`config.mk`:
```
export PLATFORM = sky130hd
export DESIGN_NAME = uart_tx_frame_ctrl
export DESIGN_NICKNAME = d
export VERILOG_FILES = /design/src/rtl/uart_tx_frame_ctrl.sv
export SDC_FILE = /design/constraint.sdc
export NUM_CORES = 1
export LEC_CHECK = 0
export ABC_CLOCK_PERIOD_IN_PS = 1800
export CORE_MARGIN = 5
export CORE_UTILIZATION = 40
export CTS_BUF_LIST = sky130_fd_sc_hd__clkbuf_4
export DETAILED_ROUTE_END_ITERATION = 16
export PLACE_DENSITY = 0.61
export SLEW_MARGIN = 20
export SYNTH_ARGS = -nofsm -noshare
export SYNTH_HDL_FRONTEND = slang
export SYNTH_SLANG_ARGS = --single-unit
```
`constraint.sdc`:
```
create_clock -name CLK -period 1.8 [get_ports CLK]
set_input_delay 0.27 -clock CLK [delete_from_list [all_inputs] [get_ports CLK]]
set_output_delay 0.27 -clock CLK [all_outputs]
set_load 0.01 [all_outputs]
```
`src/rtl/uart_tx_frame_ctrl.sv`:
```
// UART transmit frame controller: start, LSB-first data, optional parity, 1/2 stop bits, paced by Tick.
// Optional line-break generation is enabled by defining UART_TX_BREAK_EN.
module uart_tx_frame_ctrl #(
  parameter int DATA_WIDTH = 8
) (
  input  logic                  CLK,
  input  logic                  RST,
  input  logic                  Tick,
  input  logic [DATA_WIDTH-1:0] P_DATA,
  input  logic                  Data_Valid,
  input  logic                  PAR_EN,
  input  logic                  PAR_TYP,
  input  logic                  STOP2,
`ifdef UART_TX_BREAK_EN
  input  logic                  Send_Break,
`endif
  output logic                  TX_OUT,
  output logic                  busy,
  output logic                  Tx_Done
);

  localparam int CNT_W = $clog2(DATA_WIDTH);

  typedef enum logic [2:0] {
    IDLE   = 3'd0,
    ARM    = 3'd1,
    START  = 3'd2,
    DATA   = 3'd3,
    PARITY = 3'd4,
    STOP   = 3'd5
`ifdef UART_TX_BREAK_EN
    , BREAK = 3'd6
`endif
  } state_t;

  state_t                  state_reg;
  logic [DATA_WIDTH-1:0]   shift_reg;
  logic [CNT_W-1:0]        cnt_reg;
  logic                    par_en_reg;
  logic                    par_bit_reg;
  logic                    stop2_reg;

`ifdef UART_TX_BREAK_EN
  localparam int BRK_TICKS = 2 * DATA_WIDTH + 4;
  localparam int BRK_W     = $clog2(BRK_TICKS);
  logic [BRK_W-1:0]        brk_cnt_reg;
  logic                    brk_stop_reg;
`endif

  // TX_OUT is registered from the next state, so each bit appears the cycle after its Tick.
  always_ff @(posedge CLK) begin
    if (!RST) begin
      state_reg   <= IDLE;
      TX_OUT      <= 1'b1;
      busy        <= 1'b0;
      Tx_Done     <= 1'b0;
      cnt_reg     <= '0;
      shift_reg   <= '0;
      par_en_reg  <= 1'b0;
      par_bit_reg <= 1'b0;
      stop2_reg   <= 1'b0;
`ifdef UART_TX_BREAK_EN
      brk_cnt_reg  <= '0;
      brk_stop_reg <= 1'b0;
`endif
    end else begin
      Tx_Done <= 1'b0;
      case (state_reg)
        IDLE: begin
          TX_OUT <= 1'b1;
          busy   <= 1'b0;
`ifdef UART_TX_BREAK_EN
          brk_stop_reg <= 1'b0;
          if (Send_Break) begin
            state_reg   <= BREAK;
            TX_OUT      <= 1'b0;
            busy        <= 1'b1;
            brk_cnt_reg <= '0;
          end else
`endif
          if (Data_Valid) begin
            shift_reg   <= P_DATA;
            par_en_reg  <= PAR_EN;
            par_bit_reg <= (^P_DATA) ^ PAR_TYP;
            stop2_reg   <= STOP2;
            state_reg   <= ARM;
            busy        <= 1'b1;
          end
        end
        ARM: if (Tick) begin
          state_reg <= START;
          TX_OUT    <= 1'b0;
        end
        START: if (Tick) begin
          state_reg <= DATA;
          cnt_reg   <= '0;
          TX_OUT    <= shift_reg[0];
        end
        DATA: if (Tick) begin
          shift_reg <= shift_reg >> 1;
          cnt_reg   <= cnt_reg + CNT_W'(1);
          if (cnt_reg == CNT_W'(DATA_WIDTH - 1)) begin
            cnt_reg <= '0;
            if (par_en_reg) begin
              state_reg <= PARITY;
              TX_OUT    <= par_bit_reg;
            end else begin
              state_reg <= STOP;
              TX_OUT    <= 1'b1;
            end
          end else begin
            TX_OUT <= shift_reg[1];
          end
        end
        PARITY: if (Tick) begin
          state_reg <= STOP;
          cnt_reg   <= '0;
          TX_OUT    <= 1'b1;
        end
        STOP: if (Tick) begin
          if (stop2_reg && cnt_reg == '0) begin
            cnt_reg <= CNT_W'(1);
          end else begin
            Tx_Done <= 1'b1;
            cnt_reg <= '0;
            // Back-to-back: a request on the final stop Tick skips IDLE and ARM.
`ifdef UART_TX_BREAK_EN
            if (Data_Valid && !brk_stop_reg) begin
`else
            if (Data_Valid) begin
`endif
              shift_reg   <= P_DATA;
              par_en_reg  <= PAR_EN;
              par_bit_reg <= (^P_DATA) ^ PAR_TYP;
              stop2_reg   <= STOP2;
              state_reg   <= START;
              TX_OUT      <= 1'b0;
            end else begin
              state_reg <= IDLE;
              TX_OUT    <= 1'b1;
              busy      <= 1'b0;
            end
          end
        end
`ifdef UART_TX_BREAK_EN
        BREAK: if (Tick) begin
          if (brk_cnt_reg == BRK_W'(BRK_TICKS - 1)) begin
            state_reg    <= STOP;
            stop2_reg    <= 1'b0;
            brk_stop_reg <= 1'b1;
            cnt_reg      <= '0;
            TX_OUT       <= 1'b1;
          end else begin
            brk_cnt_reg <= brk_cnt_reg + BRK_W'(1);
          end
        end
`endif
        default: begin
          state_reg <= IDLE;
          TX_OUT    <= 1'b1;
          busy      <= 1'b0;
        end
      endcase
    end
  end

endmodule

```
# Yosys cells after proc, flatten, opt, wreduce, memory -nomap -nowiden
# Index checks and enable logic that the tools add are counted.
# op_classes
add_sub_neg	1
eq_ne	16
muxes	50
n_bitwise	2
n_reduce_logical	16
# ops
op	n
2-to-1 mux 3 bit	12
2-to-1 mux 8 bit	4
2-to-1 mux 1 bit	25
one-hot mux 8 bit (3 select lines)	1
inequality test 2 bit (second input constant)	9
one-hot mux 3 bit (6 select lines)	1
AND reduction 4 bit	3
equality test 3 bit (second input constant)	3
one-hot mux 3 bit (3 select lines)	1
AND reduction 8 bit	1
XOR reduction 8 bit	1
equality test 3 x 2 -> 1 bit (second input constant)	2
logical NOT 3 bit	2
one-hot mux 1 bit (2 select lines)	3
AND reduction 3 bit	2
AND reduction 6 bit	1
nonzero test 3 bit	2
one-hot mux 1 bit (5 select lines)	1
OR reduction 4 bit	1
adder 3 x 1 -> 3 bit (second input constant)	1
equality test 3 x 1 -> 1 bit (second input constant)	1
one-hot mux 1 bit (3 select lines)	1
2-to-1 mux 2 bit	1
inequality test 2 x 1 -> 1 bit (second input constant)	1
5 further kinds	5
# totals
register_bits	20
input_bits	15
out_inout_bits	3

# Depth between registers and ports, before layout
# logic_depth
ltp_word	6
mapped_depth	7
depth_no_buf	7

# Worst setup path before layout
# Ideal clock, no wire load.
# synth_path
path_kind	register to register
startpoint	reg cnt_reg[0]
endpoint	reg state_reg[0]
arrival_time_ns	1.402
setup_slack_ns	0.275
path_stages_with_launch	8
cell_sequence	dfxtp_1 ha_1 ha_1 nand2b_1 a21o_1 and2_1 o2111ai_1 a21oi_1
# synth_between
elab_chain_cells	4
# synth_lines
item	line	text
start: declaration	38	logic [CNT_W-1:0] cnt_reg;
start signal: assignment	101	cnt_reg <= cnt_reg + CNT_W'(1);
logical NOT 3 bit	121	if (stop2_reg && cnt_reg == '0) begin
logical AND 1 bit	121	
inequality test 2 bit (no source line)	n/a	
AND reduction 8 bit (no source line) *	n/a	
end signal: assignment	116	state_reg <= STOP;
end signal: assignment	136	state_reg <= START;
end signal: assignment	139	state_reg <= IDLE;
end: declaration	36	state_t state_reg;
# Every way passes the cells marked *; elsewhere a longest branch is shown, timed or not.
# A chain may end at the register's enable or synchronous reset.

# Final worst setup path
# Same ends and word-level chain as after synthesis.

==> implementation parameters <==
Parameter                              Value

Status
  Status    finished clean

Synthesis
  Biggest area consumer among synthesized cells    sky130_fd_sc_hd__dfxtp_1
  Mapped Area    about 0.0012 mm2
  Most used standard cells in the synthesized netlist    sky130_fd_sc_hd__dfxtp_1, sky130_fd_sc_hd__nor2_1, sky130_fd_sc_hd__a21oi_1, sky130_fd_sc_hd__nand2_1, sky130_fd_sc_hd__mux2i_1
  Flip-flop and latch count after synthesis    20
  Mux contribution to synthesized area    between 10 and 15%
  Synth Area in XOR/XNOR    a little over 6%
  Number of flops mapped to enable cells by yosys    0
  Share of synthesized area occupied by flip-flops and latches    between 30% and 40%
  Adder and majority gate portion of the synthesized area    between 3 and 4%
  Most used DFF post-synth    sky130_fd_sc_hd__dfxtp_1
  Simple-Gate Fraction of Synth Area    between 20% and 30%
  Most instantiated library cell after synthesis    sky130_fd_sc_hd__dfxtp_1
  Syn_nets    160
  Cell types occupying the most area after synthesis    sky130_fd_sc_hd__dfxtp_1, sky130_fd_sc_hd__mux2i_1, sky130_fd_sc_hd__mux2_1, sky130_fd_sc_hd__a21oi_1, sky130_fd_sc_hd__nor2_1
  Synthesized area per cell    between 8 and 9 um2
  Number of distinct library cells after synthesis    between 40 and 50
  Largest family of logic cells by synthesized area    simple AND/OR/NAND/NOR gates
  Post-synthesis cell count    between 100 and 150
  Async set-or-reset flop fraction in the synthesized netlist    0%
  Yosys top cell area share    about 32%
  Synth Area in Compound Gates    around a fifth
  Number of warnings reported in the yosys synthesis log    0

Timing
  Worst Setup Slack, final    103 ps
  Accumulated negative setup slack    0 ps
  Final Skew    3.45 ps
  Number of max-slew violations in the final report    0
  Setup violations, final    0
  Least-Margin Pin Slew    about 440 ps
  Upper clock frequency limit    between 0.5 and 0.6 GHz
  Number of hold violations in the final report    0
  Final period util    between 90% and 100%
  Min Tclk post-route    1700 ps
  Max-slew headroom at the worst pin    approximately 70%

Floorplanning
  Number of ports placed on the die boundary    18
  Die H    65.6 um
  Overall die width    between 60 and 70 um
  Floorplan row count    20
  Area of the core    approximately 0.003 mm2
  Overall die area    about 0.0043 mm2
  Starting Density    about two fifths

Worst setup path
  RR Startpoint    cnt_reg[0]
  Critical path start-end classification    reg2reg
  Required time of the critical path    1990 ps
  Crit path arrival time    approximately 1900 ps
  Critical path capture point type    flip-flop
  Crit Reg-Reg Endpoint    state_reg[0]
  Worst reg-to-reg path cell count    7
  Setup crit start kind    flip-flop
  Slack of the worst reg-to-reg path    around 100 ps
  Highest net fanout along the worst path    5

Cells and area
  Post-route design area    0.00156 mm2
  Signed area change from the synthesized netlist to the final layout    26.0%
  Share of cells above drive strength 1    between 15 and 20%
  Number of antenna repair diodes    0
  Final Net Count    between 150 and 200
  Largest register FFs    8

Power
  Pleak    approximately 0.65 nW
  P per Cell Area    roughly 1100 mW/mm2
  Maximum ir drop on the vdd rail    around 410 uV
  Power after layout    roughly 1.7 mW

Routing
  Detailed Routing Iterations Pass 1    4
  Number of nets still failing antenna checks after routing    0
  Routed WL per cell    ~14 um
  Remaining DRCs    0
  Via density per instance    5.46
  Overall routed net length    around 2800 um
  Initial DRC Count    40
  Routed vias    approximately 1,100

Placed design
  Detailed placer's ending HPWL    2240 um
  Port bufs    17
  Final Wtd Congestion    about 0.86
  Total placed instance area    around 0.0015 mm2
  Worst setup slack after placement    -70.8 ps

Clock tree
  # H-tree levels    1
  Clock tree from TritonCTS    yes
  Clock latency of the later-clocked register in the worst-skew pair    between 200 and 300 ps
  TritonCTS buffer count    3
  Maximum count of clock buffers along a single path    2
  Number of sinks handled by clock tree synthesis    20
  Clk slew on worst S/H paths    roughly 110 ps
  Clock root buffer    sky130_fd_sc_hd__clkbuf_4
  Quantity of hold-fixing buffers added after cts    0

Min path
  Worst Hold Path Cells    2
  Worst hold-check path type    reg2reg
  Min-Delay Startpoint    shift_reg[7]
  Min-Delay Endpoint    shift_reg[7]

Global route
  First-pass GRT wire length    between 5000 and 6000 um
  Total routing usage reported by global routing    ~15%
  Antenna violations before repair    0
  Largest net degree at the start of global routing    14
  Total global routing overflow    0
  Via count of the first global-routing pass    1,159

Run
  Reported max-cap violation count    0
==> how the worst max path moves through the flow <==
stage / from / endpoint / slack (ps) / cells past startpoint
floorplan: cnt_reg[0] / state_reg[0] / 280 / 7
global placement: Data_Valid / shift_reg[1] / -40 / 6
detailed placement: Data_Valid / shift_reg[5] / -70 / 6
CTS: cnt_reg[0] / shift_reg[5] / 70 / 7
global route: cnt_reg[0] / shift_reg[7] / -8 / 8
finish: cnt_reg[0] / state_reg[0] / 100 / 7
==> what timing repair did <==
item                       4_1_cts  5_1_grt
setup endpoints to repair        0       10
setup buffers                    0        1
gates resized for setup          0        3
==> cells in the final DEF, fill, tap and decap left out, types with 2 or more instances in the layout <==
master / instances
sky130_fd_sc_hd__dfxtp_1: 19
sky130_fd_sc_hd__clkdlybuf4s50_1: 17
sky130_fd_sc_hd__nor2_1: 16
sky130_fd_sc_hd__a21oi_1: 13
sky130_fd_sc_hd__buf_4: 13
sky130_fd_sc_hd__nand2_1: 11
sky130_fd_sc_hd__mux2i_1: 9
sky130_fd_sc_hd__o21ai_0: 7
sky130_fd_sc_hd__mux2_1: 7
sky130_fd_sc_hd__xnor2_1: 5
sky130_fd_sc_hd__inv_1: 4
sky130_fd_sc_hd__nand3_1: 3
sky130_fd_sc_hd__o21ai_1: 3
sky130_fd_sc_hd__ha_1: 3
sky130_fd_sc_hd__clkbuf_4: 3
sky130_fd_sc_hd__clkinv_1: 2
sky130_fd_sc_hd__nand2b_1: 2
sky130_fd_sc_hd__nand4b_1: 2
sky130_fd_sc_hd__a21o_1: 2
sky130_fd_sc_hd__nor3_1: 2
sky130_fd_sc_hd__and2_1: 2
sky130_fd_sc_hd__nand3b_1: 2
==> routing by layer <==
layer	track usage, %	wire length [um]	vias to the layer above
met2	24.1	1340	25
li1	-	-	562
met3	3.08	115	4
met4	6.48	49	0
met1	19.0	1290	523
met5	0	0	-
==> report_power, final <==
| group | internal (mW) | leakage (nW) | total, mW | switching, mW |
|---|---|---|---|---|
| Sequential | 0.541 | 0.164 | 0.649 | 0.108 |
| Clock | 0.0806 | 0.0154 | 0.214 | 0.133 |
| Combinational | 0.461 | 0.471 | 0.846 | 0.385 |
| Total | 1.08 | 0.650 | 1.71 | 0.626 |
==> worst max-delay path, stage by stage (launching register included) <==
cell	delay, ps
sky130_fd_sc_hd__dfxtp_1	350
sky130_fd_sc_hd__ha_1	200
sky130_fd_sc_hd__ha_1	240
sky130_fd_sc_hd__nand2b_1	180
sky130_fd_sc_hd__a21o_1	210
sky130_fd_sc_hd__and2_1	150
sky130_fd_sc_hd__o2111ai_1	180
sky130_fd_sc_hd__a21oi_1	90
==> stage by stage <==
stage	hold slack (ps)	utilization (%)	instances
2_1_floorplan	412	-	142
3_3_place_gp	439	50.1	199
3_5_place_dp	444	50.1	199
4_1_cts	461	51.0	203
5_1_grt	511	51.9	204
6_report	458	51.9	204
==> layout make-up <==
class,instances,area (um2)
inverter,6,22.5
clock buffer,3,22.5
fill,297,1450
sequential,20,402
timing repair buffer,31,288
multi-input combinational,110,778
clock inverter,1,3.75
tap,33,41.3
==> cell families (layout without fill, tap and decap cells) <==
kind of cell,Yosys count,in the layout
fa+ha+maj,3,3
buf+inv,12,41
xor+xnor,7,7
flops,20,20
mux,16,16
simple gates,50,50
compound gates,34,34
Note: power is estimated with default switching activity, not from simulation.
